**config.mk**
```make
export PLATFORM = sky130hd
export DESIGN_NAME = qspis_wb_arb
export DESIGN_NICKNAME = d
export VERILOG_FILES = /design/src/rtl/qspis_wb_arb.sv
export SDC_FILE = /design/constraint.sdc
export NUM_CORES = 1
export LEC_CHECK = 0
export BUFFER_PORTS_ARGS = -buffer_cell sky130_fd_sc_hd__clkbuf_2
export CAP_MARGIN = 10
export CORE_AREA = 2 2 125 127
export DETAILED_ROUTE_END_ITERATION = 12
export DIE_AREA = 0 0 127 129
export SYNTH_ARGS = -nofsm -noshare
export SYNTH_HDL_FRONTEND = slang
export SYNTH_SLANG_ARGS = --single-unit
export TNS_END_PERCENT = 1
```
**constraint.sdc**
```tcl
create_clock -name sys_clk -period 2.4 [get_ports sys_clk]
set_input_delay 0.24 -clock sys_clk [delete_from_list [all_inputs] [get_ports sys_clk]]
set_output_delay 0.24 -clock sys_clk [all_outputs]
set_load 0.02 [all_outputs]
```
**src/rtl/qspis_wb_arb.sv**
```systemverilog
// qspis_wb_arb: shares one Wishbone slave bus between two masters.
// Arbitration is round-robin, and the owner keeps the bus for its whole cyc.
// A watchdog ends a strobe that the slave never answers with an error.
module qspis_wb_arb #(
  parameter int AW      = 32,
  parameter int DW      = 32,
  parameter int TIMEOUT = 255
) (
  input  logic                sys_clk,
  input  logic                rst_n,
  input  logic [1:0]          m_cyc_i,
  input  logic [1:0]          m_stb_i,
  input  logic [2*AW-1:0]     m_adr_i,
  input  logic [1:0]          m_we_i,
  input  logic [2*DW-1:0]     m_dat_i,
  input  logic [2*(DW/8)-1:0] m_sel_i,
  output logic [2*DW-1:0]     m_dat_o,
  output logic [1:0]          m_ack_o,
  output logic [1:0]          m_err_o,
  output logic                s_cyc_o,
  output logic                s_stb_o,
  output logic [AW-1:0]       s_adr_o,
  output logic                s_we_o,
  output logic [DW-1:0]       s_dat_o,
  output logic [DW/8-1:0]     s_sel_o,
  input  logic [DW-1:0]       s_dat_i,
  input  logic                s_ack_i,
  input  logic                s_err_i,
  output logic [1:0]          gnt_o,
  output logic                timeout_o
);

  localparam int SW = DW / 8;
  localparam logic [15:0] TimeoutW = 16'(TIMEOUT);

  typedef enum logic {IDLE, BUSY} state_t;

  state_t      state_q;
  logic        owner_q;
  logic        lastOwner_q;
  logic [15:0] wdog_q;
  logic [1:0]  gnt_q;

  logic busy;
  logic ownCyc;
  logic ownStb;
  logic wdogExpire;
  logic stbOut;
  logic cycOut;
  logic ackOne;
  logic errOne;
  logic grantSel;

  assign busy       = (state_q == BUSY);
  assign ownCyc     = m_cyc_i[owner_q];
  assign ownStb     = m_stb_i[owner_q] & ownCyc;
  assign wdogExpire = busy & ownStb & (wdog_q == TimeoutW);
  assign stbOut     = busy & ownStb & ~wdogExpire;
  assign cycOut     = busy & ownCyc & ~wdogExpire;
  assign ackOne     = s_ack_i & ~s_err_i & stbOut;
  assign errOne     = (s_err_i & stbOut) | wdogExpire;
  assign grantSel   = (&m_cyc_i) ? ~lastOwner_q : m_cyc_i[1];

  assign s_cyc_o    = cycOut;
  assign s_stb_o    = stbOut;
  assign timeout_o  = wdogExpire;
  assign gnt_o      = gnt_q;
  assign m_dat_o    = {2{s_dat_i}};

  // Route the owner's request onto the slave bus and its responses back; all zero while idle
  always_comb begin
    s_adr_o = '0;
    s_we_o  = 1'b0;
    s_dat_o = '0;
    s_sel_o = '0;
    m_ack_o = 2'b00;
    m_err_o = 2'b00;
    if (busy) begin
      if (owner_q) begin
        s_adr_o = m_adr_i[2*AW-1:AW];
        s_we_o  = m_we_i[1];
        s_dat_o = m_dat_i[2*DW-1:DW];
        s_sel_o = m_sel_i[2*SW-1:SW];
        m_ack_o = {ackOne, 1'b0};
        m_err_o = {errOne, 1'b0};
      end else begin
        s_adr_o = m_adr_i[AW-1:0];
        s_we_o  = m_we_i[0];
        s_dat_o = m_dat_i[DW-1:0];
        s_sel_o = m_sel_i[SW-1:0];
        m_ack_o = {1'b0, ackOne};
        m_err_o = {1'b0, errOne};
      end
    end
  end

  // Arbitration FSM: grant on request, release on cyc drop or watchdog expiry
  always_ff @(posedge sys_clk) begin
    if (!rst_n) begin
      state_q     <= IDLE;
      owner_q     <= 1'b0;
      lastOwner_q <= 1'b1;
      wdog_q      <= '0;
      gnt_q       <= 2'b00;
    end else begin
      case (state_q)
        IDLE: begin
          wdog_q <= '0;
          if (|m_cyc_i) begin
            state_q <= BUSY;
            owner_q <= grantSel;
            gnt_q   <= grantSel ? 2'b10 : 2'b01;
          end
        end
        BUSY: begin
          if (!ownCyc || wdogExpire) begin
            state_q     <= IDLE;
            lastOwner_q <= owner_q;
            gnt_q       <= 2'b00;
            wdog_q      <= '0;
          end else if (ownStb && !s_ack_i && !s_err_i) begin
            wdog_q <= wdog_q + 16'd1;
          end else begin
            wdog_q <= '0;
          end
        end
        default: begin
          state_q <= IDLE;
          gnt_q   <= 2'b00;
          wdog_q  <= '0;
        end
      endcase
    end
  end

endmodule

```
==> out/metrics.yaml, run 1 <==
outcome:
  status: "completed"
timing:
  period_needed_ns: 2.312
  slew_headroom_pct: 57.09
  max_freq_mhz: 432.5
  setup_ws_ns: 0.08787
  finalClockSkew_ns: 0.002764
  setup_viol: 0
  hold_violations: 0
  maxSlewViolCount: 0
  rsz0062_at_grt: "true"
  finalCritPeriodShare_pct: 96.34
  tightest_slew_ns: 0.6427
  fin_setup_tns_ns: 0
global_routing:
  grt-ovfl-total: 0
  antenna_found_initial: 0
  grt_usage_pct: 10.26
  grt_pass1_wl_um: 13190
  grt_max_degree: 45
  grt_pass1_vias: 2348
worst_setup_path:
  crit_top_cell: "or4_4"
  slowest_delay_ns: 0.54
  endpoint: "s_cyc_o"
  r2r_cells: 4
  worstPathArrival_ns: 2.07
  path_class: "flop to output port"
  cp.required_ns: 2.16
  cp_max_fo: 3
  critPathLaunch: "wdog_q[11]"
  r2r_start: "wdog_q[11]"
  crit_family: "simple AND/OR/NAND/NOR gates"
  regToRegSetupSlack_ns: 0.57
  cp_num_buf_inv: 1
  critPathCaptureType: "output port"
  r2r-end: "wdog_q[10]"
  cp.depth: 5
  slowest_stage: "or4_4"
  worstPathCellList: "or4_4 -> or4_4 -> o21ai_2 -> nor2_1 -> clkbuf_2"
  startpoint_type: "flop"
floorplanning:
  start_util_pct: 16.97
  coreArea_um2: 14980
  die_area_um2: 16380
  fp-row-count: 45
  dieHeight_um: 129
  num_io_pins: 320
  die_w_um: 127
layout:
  area_growth_pct: 36.78
  antenna_cells: 0
  nFillCells: 1688
  final_area_um2: 3476
  final_nets: 669
  final_cell_mix: "clkbuf_2, nor2_1, mux2i_1"
  drive_above_1_share_pct: 49.08
  final_core_util_pct: 23.21
  layout_commonest_cell: "clkbuf_2"
logic_synthesis:
  synth_fp_nets: 517
  synth_area_um2: 2541
  ys_types: 36
  synth-seq-cells: 21
  yosysWarningCount: 0
  netlist_instances: 338
  syn_avg_cell_area_um2: 7.518
  synth_edf_count: 0
  synthFlopType: "dfxtp_1"
  async_reset_ff_share_pct: 0
  seq_area_frac_synth_pct: 16.54
clocking:
  postCtsHoldBufs: 0
  cts_resized: 1
  root_buffer: "clkbuf_16"
  cts.clk_slew.worst_paths_ns: 0.06
  cts_tree: "built"
  clockBufferDepth: 2
  clk_latency_ns: 0.26
  numCtsBuffers: 3
  post_cts_buffers: 0
  clkSinkCount: 21
  h-tree-depth: 1
detailed_routing:
  wl_per_cell_um: 13.92
  drc_errors: 0
  firstDrtPassIters: 4
  dr_wl_met3_um: 1205
  drtAntennaViolNets: 0
  detailroute.via_count: 2720
  dr.max_layer_used: "met4"
  drtIter0Drc: 86
  dr_wl_met2_um: 4185
  m1WireLength_um: 3932
  via_per_inst: 4.018
  routed_wl_um: 9427
place:
  port_buffers: 223
  finalWeightedCongestion: 0.7594
  hpwl_um: 8041
  dpl_cell_area_um2: 3393
  pre_cts_slack_ns: 0.2432
flow_run:
  drv_cap: 0
power_and_ir_drop:
  power_density_nw_per_um2: 374.6
  ir_drop_v: 0.0003401
  leakagePower_uw: 0.001679
hold_path:
  hold_path_class: "primary input to flop"
[per-layer routing]
metal	vias up	global-route usage (%)
li1	1374	-
met1	1165	12.97
met2	168	16.13
met3	13	4.823
met4	0	2.004
met5	-	0
[cell usage after synthesis, types with 2 or more instances]
master | n | area (um2)
or4_4 | 2 | 22.52
o21ai_0 | 3 | 15.01
nor4_1 | 4 | 25.02
buf_4 | 64 | 480.5
nand3_1 | 5 | 25.02
and4b_1 | 2 | 20.02
buf_2 | 6 | 30.03
xor2_1 | 2 | 17.52
o211ai_1 | 2 | 15.01
a21oi_1 | 2 | 10.01
and3_1 | 3 | 18.77
inv_1 | 8 | 30.03
nand4_1 | 4 | 25.02
xnor2_1 | 12 | 105.1
nand2_1 | 6 | 22.52
clkbuf_1 | 9 | 33.78
a32o_1 | 2 | 20.02
nor3_1 | 4 | 20.02
dfxtp_1 | 21 | 420.4
nor2_1 | 93 | 349.1
mux2i_1 | 69 | 690.7
[cells by family (layout without fill, tap and decap cells)]
logic type / Yosys count / in the layout / share of synthesized area, %
compound gates: 13 / 13 / 3.693
xor+xnor: 14 / 14 / 4.825
fa+ha+maj: 1 / 1 / 0.4923
buf+inv: 90 / 241 / 23.73
flops: 21 / 21 / 16.54
mux: 70 / 70 / 27.62
simple gates: 129 / 129 / 23.09
[registers in the layout, summed over array words and instances, names as in the netlist]
| signal | flops |
|---|---|
| lastOwner_q | 1 |
| busy | 1 |
| wdog_q | 16 |
| gnt_o | 2 |
| owner_q | 1 |
[how the worst min path moves through the flow]
stage                   start          end  slack [ns]  cells after the start
CTS                     rst_n  lastOwner_q        0.27                      2
finish                  rst_n  lastOwner_q        0.27                      2
global placement    wdog_q[0]    wdog_q[0]        0.44                      1
floorplan               rst_n  lastOwner_q        0.33                      1
detailed placement  wdog_q[0]    wdog_q[0]        0.45                      1
global route            rst_n  lastOwner_q        0.28                      2
[worst register-to-register path: cells and delay by family, from the launching register on]
family | cells | cell delay, ns
flip-flops | 1 | 0.33
AND/OR/NAND/NOR | 4 | 1.39
[area by class of cell]
class / count / area, um2 / area share, %
inverters: 8 / 30.03 / 0.8639
flip-flops and latches: 21 / 424.2 / 12.20
multi-input cells: 227 / 1521 / 43.77
repair buffers: 229 / 1186 / 34.13
clock buffers: 4 / 78.83 / 2.268
well taps: 188 / 235.2 / 6.767
[report_power, final]
| group | internal, uW | leakage (uW) | switching [uW] |
|---|---|---|---|
| combinational | 247 | 0.00147 | 335 |
| sequential | 355 | 0.000171 | 9.37 |
| clock | 226 | 0.0000382 | 128 |
[stage by stage]
| stage | power [uW] | hold WS (ns) | instances |
|---|---|---|---|
| finish | 1302 | 0.2696 | 677 |
| CTS | 1320 | 0.2675 | 677 |
| floorplan | 854.1 | 0.3289 | 338 |
| detailed placement | 963.0 | 0.4534 | 673 |
| global placement | 958.6 | 0.4380 | 673 |
| global route | 1372 | 0.2803 | 677 |
Note: power is estimated with default switching activity, not from simulation.
==> run 2, diff against run 1 <==
--- a/config.mk
+++ b/config.mk
@@ -10,6 +10,7 @@
 export CORE_AREA = 2 2 125 127
 export DETAILED_ROUTE_END_ITERATION = 12
 export DIE_AREA = 0 0 127 129
+export REMOVE_ABC_BUFFERS = 1
 export SYNTH_ARGS = -nofsm -noshare
 export SYNTH_HDL_FRONTEND = slang
 export SYNTH_SLANG_ARGS = --single-unit
==> run 2 against run 1 <==
Compared with the run above:
- first-iteration DRC count rose by 71%
- highest routed layer is now met5
- core utilization is essentially flat
- worst hold slack worse by 0.0014 ns
- largest power group unchanged
- fmax shrank 2.0%
- sequential cell count unchanged
- sequential share of layout area barely moved
- power rose by 2.0%
- die area unchanged
- design area grew 0.14%
- clock power is 3% higher
==> out/metrics.yaml, run 2 (synthesis results as in run 1) <==
power_and_ir_drop:
  p_int_uw: 826.5  # -0.34%
  pwr-share-clk_pct: 27.4  # +0.2 points
  power_density_nw_per_um2: 381.6  # +1.9%
  power_frac_seq_pct: 27.2  # -0.8 points
  power_frac_comb_pct: 45.4  # +0.6 points
  leakagePower_uw: 0.001686  # +0.41%
  switching_share_pct: 37.77  # +1.5 points
  p_total_uw: 1328  # +2.0%
  switching_power_uw: 501.7  # +6.1%
  ir_drop_v: 0.0002375  # -30%
floorplanning:
  dieHeight_um: 129  # unchanged
  die_area_um2: 16380  # unchanged
  start_util_pct: 16.97  # unchanged
  coreArea_um2: 14980  # unchanged
  die_w_um: 127  # unchanged
  num_io_pins: 320  # unchanged
  fp-row-count: 45  # unchanged
clocking:
  postCtsHoldBufs: 0  # unchanged
  cts.clk_slew.worst_paths_ns: 0.06  # about the same
  clkSinkCount: 21  # unchanged
  cts_tree: "built"
  clockBufferDepth: 2  # unchanged
  clk_latency_ns: 0.26  # about the same
  h-tree-depth: 1  # unchanged
  root_buffer: "clkbuf_16"
  numCtsBuffers: 3  # unchanged
worst_setup_path:
  critPathCaptureType: "output port"
  slowest_stage: "or4_4"
  cp_max_fo: 3  # unchanged
  worstPathCellList: "or4_4 -> or4_4 -> o21ai_1 -> nor2_1 -> clkbuf_2"
  crit_family: "simple AND/OR/NAND/NOR gates"
  crit_top_cell: "or4_4"
  path_class: "flop to output port"
  slowest_delay_ns: 0.55  # about the same
  cp.required_ns: 2.16  # about the same
  cp_num_buf_inv: 1  # unchanged
  startpoint_type: "flop"
  worstPathArrival_ns: 2.12  # +0.05 ns
global_routing:
  grt_max_degree: 44  # -2.2%
  grt_usage_pct: 18.64  # +8.4 points
  grt_pass1_vias: 2698  # +15%
  antenna_found_initial: 0  # unchanged
  grt_pass1_wl_um: 20890  # +58%
  grt-ovfl-total: 0  # unchanged
place:
  port_buffers: 223  # unchanged
  pre_cts_slack_ns: 0.2323  # -0.01092 ns
  finalWeightedCongestion: 0.8335  # +9.8%
  hpwl_um: 14520  # +81%
layout:
  top_register: "wdog_q"
  area_growth_pct: 36.98
  layout_commonest_cell: "clkbuf_2"
  drive_above_1_share_pct: 49.18  # +0.10 points
  nFillCells: 1712  # +1.4%
  antenna_cells: 0  # unchanged
  final_core_util_pct: 23.24  # +0.033 points
  largest_reg_flops: 16  # unchanged
  final_nets: 670  # +0.15%
  final_cell_mix: "clkbuf_2, nor2_1, mux2i_1"
timing:
  hold_violations: 0  # unchanged
  maxSlewViolCount: 0  # unchanged
  finalClockSkew_ns: 0.003057  # +0.0002937 ns
  setup_ws_ns: 0.04073  # -0.04714 ns
  setup_viol: 0  # unchanged
  max_freq_mhz: 423.9  # -2.0%
  slew_headroom_pct: 58.58  # +1.5 points
  period_needed_ns: 2.359  # +0.04714 ns
  rsz0062_at_grt: "true"
  finalCritPeriodShare_pct: 98.30  # +2.0 points
  tightest_slew_ns: 0.6204  # -0.02223 ns
detailed_routing:
  routed_wl_um: 16160  # +71%
  wl_per_cell_um: 23.84  # +71%
  drtAntennaViolNets: 0  # unchanged
  detailroute.via_count: 2924  # +7.5%
  drc_errors: 0  # unchanged
  drtIter0Drc: 147  # +71%
  firstDrtPassIters: 4  # unchanged
  via_per_inst: 4.313  # +7.3%
outcome:
  status: "completed"
flow_run:
  drv_cap: 0  # unchanged
hold_path:
  hold_path_class: "primary input to flop"
[run 2: cell count changes in the layout (fill, tap and decap cells not counted), sizes merged]
cell and change:
clkinv +1, buf +1, clkbuf -1
[run 2: worst paths after layout]
check / start / depth (start not counted) / endpoint / slack (ns)
min: rst_n / 2 / lastOwner_q / 0.27
max: wdog_q[11] / 5 / s_cyc_o / 0.04
max reg2reg: wdog_q[11] / 4 / wdog_q[5] / 0.55
min reg2reg: wdog_q[0] / 1 / wdog_q[0] / 0.46
[run 2: area by class of cell]
| class | instances | area [um2] | area share, % |
|---|---|---|---|
| Multi-Input combinational cell | 227 | 1518 | 43.60 |
| Inverter | 8 | 30.03 | 0.8627 |
| Clock buffer | 3 | 75.07 | 2.157 |
| Tap cell | 188 | 235.2 | 6.758 |
| Clock inverter | 1 | 5.005 | 0.1438 |
| Timing Repair Buffer | 230 | 1194 | 34.29 |
| Sequential cell | 21 | 424.2 | 12.19 |
[run 2: per-stage QoR]
| step | hold WS, ns | instance area (um2) | setup TNS (ns) | instances |
|---|---|---|---|---|
| after global placement | 0.4397 | 3401 | 0 | 674 |
| after detailed placement | 0.4491 | 3401 | 0 | 674 |
| after CTS | 0.2736 | 3481 | 0 | 678 |
| after floorplan | 0.3289 | 1968 | -103.89 | 256 |
| after global routing | 0.3013 | 3481 | -0.1633 | 678 |
| final | 0.2681 | 3481 | 0 | 678 |
[run 2: per-layer routing]
metal / wire length, um / up-vias / track usage, %
met5: 96 / - / 4.706
met2: 7358 / 252 / 30.80
met4: 404 / 2 / 4.396
li1: - / 1372 / -
met1: 4870 / 1284 / 15.97
met3: 3433 / 14 / 18.21
[run 2: power by group through the flow]
stage                     Combinational [uW]  Sequential, uW  Clock, uW
after floorplan                          303             400          0
after global placement                   609             369          0
after detailed placement                 613             370          0
after CTS                                616             362        362
after global routing                     659             363        384
final                                    603             362        363
[run 2: what timing repair did]
| action | CTS | global route |
|---|---|---|
| setup buffers | 0 | 0 |
| endpoints found under the setup margin | 1 | 5 |
| gates resized for setup | 1 | 0 |
